## src/rtl/alu_arb_pkg.sv

```systemverilog
// Shared constants and types for the two-requester ALU arbiter.
// Grant counters are built only when ALU_ARB_STATS_EN is defined.
package alu_arb_pkg;

   localparam int unsigned DEF_DATA_W = 16;
   localparam int unsigned DEF_OP_W   = 3;

   localparam logic [DEF_OP_W-1:0] ALU_OP_PASS = 3'b000;
   localparam logic [DEF_OP_W-1:0] ALU_OP_ADD  = 3'b010;
   localparam logic [DEF_OP_W-1:0] ALU_OP_XOR  = 3'b011;
   localparam logic [DEF_OP_W-1:0] ALU_OP_OR   = 3'b100;
   localparam logic [DEF_OP_W-1:0] ALU_OP_AND  = 3'b101;

   typedef enum logic [1:0] {
      StIdle,
      StExec,
      StResp
   } arb_state_e;

endpackage

```

## src/rtl/alu.sv

```systemverilog
// Purely combinational 16-bit ALU; undefined opcodes yield zero.
module alu
   import alu_arb_pkg::*;
#(
   parameter int unsigned DATA_W = DEF_DATA_W,
   parameter int unsigned OP_W   = DEF_OP_W
) (
   input  logic [DATA_W-1:0] a_i,
   input  logic [DATA_W-1:0] b_i,
   input  logic [OP_W-1:0]   op_i,
   output logic [DATA_W-1:0] result_o
);

   always_comb begin
      result_o = '0;
      case (op_i)
         OP_W'(ALU_OP_PASS): result_o = b_i;
         OP_W'(ALU_OP_ADD):  result_o = a_i + b_i;
         OP_W'(ALU_OP_XOR):  result_o = a_i ^ b_i;
         OP_W'(ALU_OP_OR):   result_o = a_i | b_i;
         OP_W'(ALU_OP_AND):  result_o = a_i & b_i;
         default:            result_o = '0;
      endcase
   end

endmodule

```

## src/rtl/rr_arb2.sv

```systemverilog
// Two-way round-robin grant; combinational except for the last-grant flop.
module rr_arb2 (
   input  logic       clk,
   input  logic       reset,
   input  logic       en_i,
   input  logic [1:0] req_i,
   output logic [1:0] gnt_o
);

   logic last_q, last_d;

   always_comb begin
      gnt_o  = 2'b00;
      last_d = last_q;
      if (en_i) begin
         // On a tie the requester that did not win last time goes first.
         if (req_i == 2'b11) begin
            gnt_o = last_q ? 2'b01 : 2'b10;
         end else begin
            gnt_o = req_i;
         end
      end
      if (|gnt_o) begin
         last_d = gnt_o[1];
      end
   end

   always_ff @(posedge clk or posedge reset) begin
      if (reset) begin
         last_q <= 1'b1;
      end else begin
         last_q <= last_d;
      end
   end

endmodule

```

## src/rtl/alu_arbiter.sv

```systemverilog
// Shares one ALU between two requesters with registered operands and results.
// Define ALU_ARB_STATS_EN to add saturating per-requester grant counters.
module alu_arbiter
   import alu_arb_pkg::*;
#(
   parameter int unsigned DATA_W = DEF_DATA_W,
   parameter int unsigned OP_W   = DEF_OP_W
) (
   input  logic              clk,
   input  logic              reset,
   input  logic              req0_valid,
   output logic              req0_ready,
   input  logic [DATA_W-1:0] req0_a,
   input  logic [DATA_W-1:0] req0_b,
   input  logic [OP_W-1:0]   req0_op,
   input  logic              req1_valid,
   output logic              req1_ready,
   input  logic [DATA_W-1:0] req1_a,
   input  logic [DATA_W-1:0] req1_b,
   input  logic [OP_W-1:0]   req1_op,
   output logic              rsp_valid,
   input  logic              rsp_ready,
   output logic              rsp_id,
   output logic [DATA_W-1:0] rsp_result,
   output logic              rsp_illegal
`ifdef ALU_ARB_STATS_EN
   ,
   output logic [15:0]       grant_cnt0,
   output logic [15:0]       grant_cnt1
`endif
);

   arb_state_e        state_q, state_d;
   logic [DATA_W-1:0] a_q, a_d, b_q, b_d;
   logic [OP_W-1:0]   op_q, op_d;
   logic              id_q, id_d;
   logic              rsp_id_q, rsp_id_d;
   logic [DATA_W-1:0] rsp_result_q, rsp_result_d;
   logic              rsp_illegal_q, rsp_illegal_d;

   logic [1:0]        gnt;
   logic              arb_en;
   logic [DATA_W-1:0] alu_result;
   logic              op_illegal;

   // Gating with reset keeps both readies low while reset is held.
   assign arb_en = (state_q == StIdle) && !reset;

   rr_arb2 u_arb (
      .clk   (clk),
      .reset (reset),
      .en_i  (arb_en),
      .req_i ({req1_valid, req0_valid}),
      .gnt_o (gnt)
   );

   assign req0_ready = gnt[0];
   assign req1_ready = gnt[1];

   alu #(
      .DATA_W (DATA_W),
      .OP_W   (OP_W)
   ) u_alu (
      .a_i      (a_q),
      .b_i      (b_q),
      .op_i     (op_q),
      .result_o (alu_result)
   );

   always_comb begin
      op_illegal = 1'b1;
      case (op_q)
         OP_W'(ALU_OP_PASS), OP_W'(ALU_OP_ADD), OP_W'(ALU_OP_XOR),
         OP_W'(ALU_OP_OR), OP_W'(ALU_OP_AND): op_illegal = 1'b0;
         default:                             op_illegal = 1'b1;
      endcase
   end

   always_comb begin
      state_d       = state_q;
      a_d           = a_q;
      b_d           = b_q;
      op_d          = op_q;
      id_d          = id_q;
      rsp_id_d      = rsp_id_q;
      rsp_result_d  = rsp_result_q;
      rsp_illegal_d = rsp_illegal_q;
      case (state_q)
         StIdle: begin
            if (|gnt) begin
               a_d     = gnt[1] ? req1_a  : req0_a;
               b_d     = gnt[1] ? req1_b  : req0_b;
               op_d    = gnt[1] ? req1_op : req0_op;
               id_d    = gnt[1];
               state_d = StExec;
            end
         end
         StExec: begin
            rsp_result_d  = alu_result;
            rsp_illegal_d = op_illegal;
            rsp_id_d      = id_q;
            state_d       = StResp;
         end
         StResp: begin
            if (rsp_ready) begin
               state_d = StIdle;
            end
         end
         default: state_d = StIdle;
      endcase
   end

   always_ff @(posedge clk or posedge reset) begin
      if (reset) begin
         state_q       <= StIdle;
         a_q           <= '0;
         b_q           <= '0;
         op_q          <= '0;
         id_q          <= 1'b0;
         rsp_id_q      <= 1'b0;
         rsp_result_q  <= '0;
         rsp_illegal_q <= 1'b0;
      end else begin
         state_q       <= state_d;
         a_q           <= a_d;
         b_q           <= b_d;
         op_q          <= op_d;
         id_q          <= id_d;
         rsp_id_q      <= rsp_id_d;
         rsp_result_q  <= rsp_result_d;
         rsp_illegal_q <= rsp_illegal_d;
      end
   end

   assign rsp_valid   = (state_q == StResp);
   assign rsp_id      = rsp_id_q;
   assign rsp_result  = rsp_result_q;
   assign rsp_illegal = rsp_illegal_q;

`ifdef ALU_ARB_STATS_EN
   logic [15:0] cnt0_q, cnt0_d, cnt1_q, cnt1_d;

   always_comb begin
      cnt0_d = cnt0_q;
      cnt1_d = cnt1_q;
      if (gnt[0] && (cnt0_q != 16'hFFFF)) begin
         cnt0_d = cnt0_q + 16'd1;
      end
      if (gnt[1] && (cnt1_q != 16'hFFFF)) begin
         cnt1_d = cnt1_q + 16'd1;
      end
   end

   always_ff @(posedge clk or posedge reset) begin
      if (reset) begin
         cnt0_q <= '0;
         cnt1_q <= '0;
      end else begin
         cnt0_q <= cnt0_d;
         cnt1_q <= cnt1_d;
      end
   end

   assign grant_cnt0 = cnt0_q;
   assign grant_cnt1 = cnt1_q;
`else
   // Counters are absent in this build.
`endif

endmodule
```

## config.mk

```make
export PLATFORM = sky130hd
export DESIGN_NAME = alu_arbiter
export DESIGN_NICKNAME = d
export VERILOG_FILES = /design/src/rtl/alu_arb_pkg.sv /design/src/rtl/alu.sv /design/src/rtl/rr_arb2.sv /design/src/rtl/alu_arbiter.sv
export SDC_FILE = /design/constraint.sdc
export NUM_CORES = 1
export LEC_CHECK = 0
export BUFFER_PORTS_ARGS = -buffer_cell sky130_fd_sc_hd__buf_4
export CORE_MARGIN = 5
export CORE_UTILIZATION = 50
export DETAILED_ROUTE_END_ITERATION = 8
export GPL_ROUTABILITY_DRIVEN = 0
export PLACE_DENSITY_LB_ADDON = 0.08
export SLEW_MARGIN = 20
export SYNTH_ARGS = -nofsm -noshare
export SYNTH_HDL_FRONTEND = slang
export SYNTH_HIERARCHICAL = 1
export SYNTH_SLANG_ARGS = --single-unit
```

## constraint.sdc

```tcl
create_clock -name clk -period 2.5 [get_ports clk]
set_clock_uncertainty 0.05 [all_clocks]
set_input_delay 0.625 -clock clk [delete_from_list [all_inputs] [get_ports clk]]
set_output_delay 0.625 -clock clk [all_outputs]
set_load 0.05 [all_outputs]
```

==> results by group <==
Final layout
  – Share of cells above drive strength 1: 49.54%
  – Finished Layout Cells: 657
  – Most frequent cells in the layout: buf_4 (134), mux2_2 (57), dfrtp_1 (55)
  – Fin nets: 653
  – Ant diodes: 0
  – Area grow syn2layout: 32.25%
  – Multi-input gate area: 2751 um2
  – Seq. cell area: 1429 um2
  – Fill cells: 685
  – Commonest non-fill, non-tap cell in the layout: buf_4

Worst setup path
  – Crit Path Max Fanout: 3
  – Data arrival, critical path: 2630 ps
  – Critical path type: reg -> reg
  – CP endpoint kind: register
  – Startpoint types: register
  – Critical path origin: a_q[0]
  – WP data required: 2680 ps
  – FF-to-FF Start: a_q[0]

Yosys
  – Mapped Cells: 417
  – Syn Std Cell Area: 4364 um2
  – Post-synthesis sequential area ratio: 32.71%
  – Combinational family with the most area after synthesis: multiplexers
  – Synth unique cells: 56
  – Area contributors post-synth: dfrtp_1 (32%), mux2_2 (15%), mux2_4 (10%)
  – Synth area leader: dfrtp_1
  – Post-synth EDFFs: 0
  – Syn avg cell area: 10.47 um2
  – Post-synthesis mux area share: 26.32%
  – Warning count from the yosys run: 6
  – XOR/XNOR share of the synthesized area: 2.007%
  – Flops & latches, synth: 57
  – Post-Synth Adder-Cell Area: 9.633%
  – Synth Area in Compound Gates: 14.94%
  – Post-Synth Simple-Gate Area: 7.253%
  – Main synth FF type: dfrtp_1
  – Syn_nets: 525
  – Top cell type's share of synthesized area: 32.11%
  – Async set-reset flop share out of synthesis: 100.0%

Timing
  – Fmax: 408.3 MHz
  – # setup viols final: 0
  – Worst slew margin: 50.20%
  – RSZ-0062 raised after global routing: true
  – Slew @ Worst Pin: 745.5 ps
  – Hold Fails Final Rpt: 0
  – Min cycle time layout: 2449 ps
  – Max Slew Vio Count: 0
  – Period utilization: 97.98%

Global route
  – Largest net degree at the start of global routing: 32
  – Global-route wire length before repair: 17,660 um
  – Vias in the first global route: 3,538
  – Total grt overflow: 0
  – Global router's overall resource usage: 21.48%
  – Initial antenna violation count: 0

Floorplan
  – Core box area: 8593 um2
  – Die height: 103.4 um
  – Floorplan row count: 34
  – I/O pin cnt: 96
  – Chip width: 103.4 um
  – Full die area: 10,700 um2
  – Starting Density: 50.79%

Pwr
  – Clk network pwr share: 9.9%
  – Reg power frac: 20.5%
  – Sw Share: 44.83%
  – PwrDens: 1528 nW/um2
  – P_sw: 3.953 mW
  – Int Pwr: 4.865 mW
  – Total power: 8.817 mW
  – Maximum VDD drop: 0.0006277 V
  – Combinational share of power: 69.6%
  – Leakage power: 2.777 nW

Status
  – Status: finished clean

Placement
  – Dpl hpwl: 8138 um
  – IO buf count: 95
  – Placed cells: 631

Route
  – Via count: 3,637
  – Wire per inst: 16.70 um
  – Final WL: 10,970 um
  – 1st-iter DRT viols: 126
  – Detail Route Antenna Nets: 0
  – Via density: 5.536
  – Post-route DRC: 0
  – Drt first pass iters: 4

CTS
  – Root buffer cell: clkbuf_8
  – Reg clk slew, reported paths: 60 ps
  – CTS Buffer Depth: 2
  – Clock Latency Late Sink: 340 ps
  – H-tree Lvls: 3
  – CTS buffer count: 9
  – CTS tree: built
  – Clk sinks: 57

Min path
  – Worst min path class: in -> async

Job
  – Max Cap Viol: 0
## path summary, 6_finish.rpt
check | to | slack [ps] | depth (start not counted)
setup / recovery | rsp_result[14] | 50 | 8
hold reg to reg | rsp_result[9] | 450 | 1
hold / removal | u_arb/last_q | 250 | 2
min in group clk | state_q[1] | 440 | 2
setup reg to reg | rsp_result[14] | 50 | 8
max in group asynchronous | b_q[10] | 1520 | 3
## logic make-up after synthesis
family	after synthesis
xor gates and xnor gates	10
muxes	93
and+or+nand+nor	65
buffers and inverters	63
DFF	57
AOI/OAI and AO/OA	96
adders and majority gates	33
## critical path: stages (launching register included)
cell	delay (ps)
dfrtp_1	390
ha_2	200
fa_2	350
a21o_1	200
a221oi_4	300
o221ai_2	130
mux2i_1	130
a311o_1	320
mux2_2	260
## flip-flops by register name, summed over array words and instances (netlist names)
name and count:
b_q 16, state_q 2, a_q 16, op_q 3, id_q 1, rsp_illegal 1, rsp_result 16, rsp_id 1
u_arb/last_q 1
## power by group through the flow
stage / Clock, mW / Sequential, mW / Combinational [mW]
after floorplan: 0 / 2.13 / 3.77
after global placement: 0 / 1.81 / 5.51
after detailed placement: 0 / 1.84 / 5.60
after CTS: 0.899 / 1.81 / 5.81
after global routing: 0.932 / 1.88 / 6.66
final: 0.872 / 1.81 / 6.14
## cell usage after synthesis (2+ instances only)
cell	instances
mux2_4	29
nor2b_1	3
buf_6	2
o21a_1	2
nand2b_1	3
a2111oi_0	3
a21o_2	2
o21ai_1	3
clkbuf_1	9
a211oi_1	14
o211ai_1	2
nand2_1	17
ha_1	32
a21oi_1	28
inv_1	40
mux2i_1	6
a22oi_1	3
mux2_2	58
dfrtp_1	56
buf_2	6
a31o_1	2
a22o_1	2
o221ai_1	2
xnor2_1	9
o21ai_0	4
o22ai_1	11
a311o_1	3
or3_1	2
nand3_1	5
buf_12	3
a21o_1	5
nor2_1	26
and3_1	2
## per-stage QoR
stage	instance area, um2	hold slack, ps	setup slack, ps	utilization, %	setup TNS, ps
3_5_place_dp	5388	442.0	-71.63	62.70	-111.9
5_1_grt	5772	255.4	-68.29	67.17	-222.9
3_3_place_gp	5388	438.5	-28.02	62.70	-28.02
4_1_cts	5648	226.8	10.69	65.73	0
6_report	5772	251.8	50.62	67.17	0
2_1_floorplan	4385	412.1	2.480	-	0
## cell type report
cell class	instances	area share, %
multi-input combinational	297	47.67
sequential	57	24.76
timing repair buffer	139	19.16
clock buffer	13	2.753
inverter	41	2.666
tap	108	2.341
clock inverter	2	0.6503
## metal layers
| metal | GRT usage [%] | vias up | wire length, um |
|---|---|---|---|
| li1 | - | 1745 | - |
| met1 | 29.69 | 1747 | 4997 |
| met2 | 33.97 | 124 | 5100 |
| met3 | 4.494 | 21 | 686 |
| met4 | 6.275 | 0 | 187 |
| met5 | 0 | - | 0 |
## repair_timing
| action | in CTS | in global routing |
|---|---|---|
| buffers inserted | 4 | 7 |
| pin swaps | 2 | 9 |
| setup endpoints to repair | 2 | 8 |
| cloned | 0 | 0 |
| hold buffers | 0 | 0 |
| resized for setup | 7 | 12 |
Note: power is estimated with default switching activity, not from simulation.
